===== config.mk =====
export PLATFORM = sky130hd
export DESIGN_NAME = rv_mem_arbiter
export DESIGN_NICKNAME = d
export VERILOG_FILES = /design/src/rtl/rv_defs.sv /design/src/rtl/rv_mem_arbiter.sv
export SDC_FILE = /design/constraint.sdc
export NUM_CORES = 1
export LEC_CHECK = 0
export ABC_AREA = 1
export CAP_MARGIN = 20
export CORE_MARGIN = 2
export CORE_UTILIZATION = 42
export CTS_CLUSTER_SIZE = 16
export DETAILED_ROUTE_END_ITERATION = 8
export PLACE_DENSITY = 0.95
export SLEW_MARGIN = 20
export SYNTH_ARGS = -nofsm -noshare
export SYNTH_HDL_FRONTEND = slang
export SYNTH_SLANG_ARGS = --single-unit

===== constraint.sdc =====
create_clock -name clk_i -period 2.55 [get_ports clk_i]
set_input_delay 0.51 -clock clk_i [delete_from_list [all_inputs] [get_ports clk_i]]
set_output_delay 0.51 -clock clk_i [all_outputs]
set_load 0.02 [all_outputs]

===== src/rtl/rv_defs.sv =====
// Shared definitions for the instruction/data memory arbiter: state encoding,
// abort data and counter widths.
package rv_defs;

    typedef enum logic [1:0] {
        ST_IDLE   = 2'd0,
        ST_BUSY_I = 2'd1,
        ST_BUSY_D = 2'd2
    } arb_state_t;

    localparam logic [31:0] ABORT_DATA = 32'h0;
    localparam int          STREAK_W   = 4;
    localparam int          WDOG_W     = 10;

endpackage


===== src/rtl/rv_mem_arbiter.sv =====
// Arbitrates one single-ported memory bus between the fetch and data ports,
// with a data-priority streak limit and a watchdog abort on missing acks.
module rv_mem_arbiter
    import rv_defs::*;
#(
    parameter int G_MAX_D_STREAK = 4,
    parameter int G_TIMEOUT      = 255
) (
    input  logic        clk_i,
    input  logic        rst_n_i,
    input  logic        im_req_i,
    input  logic [31:0] im_addr_i,
    output logic [31:0] im_data_o,
    output logic        im_valid_o,
    input  logic        dm_req_i,
    input  logic        dm_write_i,
    input  logic [31:0] dm_addr_i,
    input  logic [31:0] dm_data_s_i,
    input  logic [3:0]  dm_data_select_i,
    output logic [31:0] dm_data_l_o,
    output logic        dm_ready_o,
    output logic        mem_req_o,
    output logic        mem_we_o,
    output logic [31:0] mem_addr_o,
    output logic [31:0] mem_data_o,
    output logic [3:0]  mem_sel_o,
    input  logic [31:0] mem_data_i,
    input  logic        mem_ack_i,
    output logic        err_o
);

    localparam logic [STREAK_W-1:0] MAX_STREAK = STREAK_W'(G_MAX_D_STREAK);
    localparam logic [WDOG_W-1:0]   WDOG_LAST  = WDOG_W'(G_TIMEOUT - 1);

    arb_state_t          state_q, state_d;
    logic [STREAK_W-1:0] streak_q, streak_d;
    logic [WDOG_W-1:0]   wdog_q, wdog_d;
    logic                grant_i, grant_d;
    logic                busy, expired, done;

    assign busy    = (state_q != ST_IDLE);
    assign expired = busy && (wdog_q == WDOG_LAST);
    // An ack in the final watchdog cycle still counts as a normal completion.
    assign done    = busy && (mem_ack_i || expired);

    // Requester-side outputs depend only on state and the bus response, so
    // they all read zero while reset holds the FSM in IDLE.
    assign im_valid_o  = (state_q == ST_BUSY_I) && done;
    assign dm_ready_o  = (state_q == ST_BUSY_D) && done;
    assign im_data_o   = ((state_q == ST_BUSY_I) && mem_ack_i) ? mem_data_i : ABORT_DATA;
    assign dm_data_l_o = ((state_q == ST_BUSY_D) && mem_ack_i) ? mem_data_i : ABORT_DATA;
    assign err_o       = expired && !mem_ack_i;

    always_comb begin
        state_d  = state_q;
        streak_d = streak_q;
        wdog_d   = wdog_q;
        grant_i  = 1'b0;
        grant_d  = 1'b0;
        case (state_q)
            ST_IDLE: begin
                wdog_d = '0;
                if (dm_req_i && !(im_req_i && (streak_q == MAX_STREAK))) begin
                    grant_d = 1'b1;
                end else if (im_req_i) begin
                    grant_i = 1'b1;
                end
                if (!im_req_i || grant_i) begin
                    streak_d = '0;
                end else if (grant_d && (streak_q != MAX_STREAK)) begin
                    streak_d = streak_q + 1'b1;
                end
                if (grant_d) begin
                    state_d = ST_BUSY_D;
                end else if (grant_i) begin
                    state_d = ST_BUSY_I;
                end
            end
            default: begin
                if (done) begin
                    state_d = ST_IDLE;
                    wdog_d  = '0;
                end else begin
                    wdog_d = wdog_q + 1'b1;
                end
            end
        endcase
    end

    always_ff @(posedge clk_i or negedge rst_n_i) begin
        if (!rst_n_i) begin
            state_q    <= ST_IDLE;
            streak_q   <= '0;
            wdog_q     <= '0;
            mem_req_o  <= 1'b0;
            mem_we_o   <= 1'b0;
            mem_addr_o <= '0;
            mem_data_o <= '0;
            mem_sel_o  <= '0;
        end else begin
            state_q  <= state_d;
            streak_q <= streak_d;
            wdog_q   <= wdog_d;
            if (grant_d) begin
                mem_req_o  <= 1'b1;
                mem_we_o   <= dm_write_i;
                mem_addr_o <= dm_addr_i;
                mem_data_o <= dm_data_s_i;
                mem_sel_o  <= dm_data_select_i;
            end else if (grant_i) begin
                mem_req_o  <= 1'b1;
                mem_we_o   <= 1'b0;
                mem_addr_o <= im_addr_i;
                mem_data_o <= '0;
                mem_sel_o  <= 4'hF;
            end else if (done) begin
                mem_req_o <= 1'b0;
            end
        end
    end

endmodule


==> impl_metrics.yaml <==
flow_run:
  cap_violations: 0
global_routing:
  antenna_found_initial: 2
  grt_pass1_wl_microns: 25560
  grt_max_degree: 59
  grt_usage_pct: 26.02
  grt_pass1_vias: 5297
  grt-ovfl-total: 0
cells_and_area:
  final_nets: 1123
  final_cells: 1128
  area_growth_pct: 67.21
  regArea_sq_mm: 0.002153
  fin_util_pct: 72.84
  drive_above_1_share_pct: 3.753
  fill_cells: 800
  multi_input_area_sq_mm: 0.001785
power_and_ir_drop:
  power_density_mw_per_mm2: 958.0
  ir_drop_mv: 0.5891
  total_power_mw: 7.664
  p_leak_nw: 4.987
synth:
  ys_top_cells_by_area: "dfrtp_1, nand2_1, inv_1"
  ys_seq_area_share_pct: 44.98
  yosysTopAreaCell: "dfrtp_1"
  ys_seq_elements: 86
  synth_most_common_cell: "nand2_1"
  async_reset_ff_share_pct: 100.0
  synth_edf_count: 0
  synthFlopType: "dfrtp_1"
  synth_cell_types: 23
  synth_area_per_cell_sq_um: 6.711
  syn_area_sq_mm: 0.004785
  synth_warnings: 0
  synth_nets: 855
  synth_cells: 713
  synth_commonest_cells: "nand2_1, inv_1, nor2_1"
  synth_top_area_share_pct: 44.98
detailed_routing:
  routed_wl_microns: 15880
  dr.pass1.iters: 5
  dr_total_vias: 5278
  drc: 0
  wl_per_cell_microns: 14.08
  drt_iter0_drc: 263
  postRouteAntennaNets: 0
  viasPerCell: 4.679
sta:
  slew_violations: 0
  slew_headroom_pct: 72.47
  fin_crit_sh_pct: 93.86
  worstMarginPinSlew_ns: 0.4129
  period_needed_ns: 2.393
  finalHoldViolations: 0
  max_freq_ghz: 0.4178
  setup_viol: 0
  skew_ns: 0.008298
  grt_setup_unrepaired: "no"
  fin_setup_tns_ns: 0
  setup_slack_ns: 0.1566
clocking:
  clock_sinks: 86
  numCtsBuffers: 9
  ctsHtreeMaxLevel: 3
  cts_root_buf: "clkbuf_16"
  clk_latency_ns: 0.34
  cts_tree: "built"
  cts_buffer_depth: 2
  clkTransAtPathRegs_ns: 0.06
  hold_buffers: 0
placed_design:
  portBuffers: 274
  gp_congestion: 0.9646
  post-dp-hpwl_microns: 12140
  dp_slack_ns: -0.04174
  placed_cells: 1110
floorplan:
  start_util_pct: 43.56
  num_rows: 38
  core_area_sq_mm: 0.01098
  fp.dieW_microns: 110.7
  die_y_microns: 110.7
  ioPinCount: 275
  fp.dieArea_sq_mm: 0.01226
min_path:
  hold_path.class: "in2async"
run_status:
  status: "complete, no violations"
worst_setup_path:
  crit_fanout: 6
  crit_type: "reg2out"
  startpoint_type: "flop"
  worstPathArrival_ns: 1.88
  worstSetupEndpointType: "output pin"
  crit_required_ns: 2.04
[registers in the layout, summed over array words and instances (netlist names)]
name,flops
mem_we_o,1
mem_addr_o,32
mem_sel_o,4
streak_q,4
wdog_q,10
mem_req_o,1
state_q,2
mem_data_o,32
[layout make-up]
type / count / area share [%]
multi-input combinational: 414 / 22.32
inverter: 183 / 8.586
clock inverter: 6 / 0.5630
sequential: 86 / 26.92
antenna: 2 / 0.06256
timing repair buffer: 287 / 36.50
clock buffer: 10 / 2.862
tap: 140 / 2.190
[kinds of logic after synthesis]
family,synth area share [%]
xor+xnor,1.281
flops,44.98
simple gates,30.05
compound gates,4.786
fa+ha+maj,1.046
buf+inv,17.86
[layer usage]
metal  GRT usage [%]  wire, microns  up-vias
li1                -              -     2580
met4           16.00            831        0
met1           26.42           5646     2360
met3           7.709           1453       58
met2           46.71           7952      280
met5               0              0        -
[cell usage in the layout, fill, tap and decap left out, drive strengths merged, types with 3 or more instances in the layout]
cell type / count
xnor2: 3
xor2: 4
nor2: 88
nand3: 43
inv: 185
buf: 14
o22ai: 4
dfrtp: 86
nand2: 226
ha: 4
dlygate4sd2: 36
clkinvlp: 3
o21ai: 35
dlymetal6s2s: 31
clkbuf: 10
clkdlybuf4s50: 206
nand4: 3
[path summary, 6_finish.rpt]
path / cells past startpoint / startpoint / to / slack (ns)
max: 7 / wdog_q[0] / im_valid_o / 0.16
min: 1 / rst_n_i / mem_addr_o[6] / 0.09
max reg2reg: 11 / streak_q[1] / mem_addr_o[0] / 0.89
min reg2reg: 2 / mem_addr_o[12] / mem_addr_o[12] / 0.48
max in group asynchronous: 2 / rst_n_i / state_q[1] / 1.80
min in group clk_i: 2 / mem_addr_o[12] / mem_addr_o[12] / 0.48
[what timing repair did]
| action | CTS | global route |
|---|---|---|
| gates cloned | 0 | 0 |
| setup buffers | 0 | 0 |
| endpoints found under the setup margin | 36 | 32 |
| resized for setup | 36 | 33 |
[per-stage QoR]
stage | area, sq um | hold WS [ns]
floorplan | 4785 | 0.2144
global placement | 7687 | 0.4609
detailed placement | 7687 | 0.4664
CTS | 7916 | 0.1178
global route | 8000 | 0.1293
finish | 8000 | 0.09407
[power breakdown]
group / leakage (nW) / total, mW / switching, mW / internal [mW]
clock network: 0.126 / 1.23 / 0.563 / 0.666
logic: 3.77 / 4.18 / 2.39 / 1.79
registers: 1.09 / 2.26 / 0.340 / 1.92
total: 4.99 / 7.66 / 3.29 / 4.37
[critical path, cell delays in order (launching register included)]
cell and delay, ns:
dfrtp_1 0.43, inv_1 0.08, ha_1 0.14, inv_1 0.04, nor2_1 0.15, nand3_2 0.13, a21boi_0 0.20, dlygate4sd2_1 0.37
No activity file was read; power rests on OpenSTA's default activity.
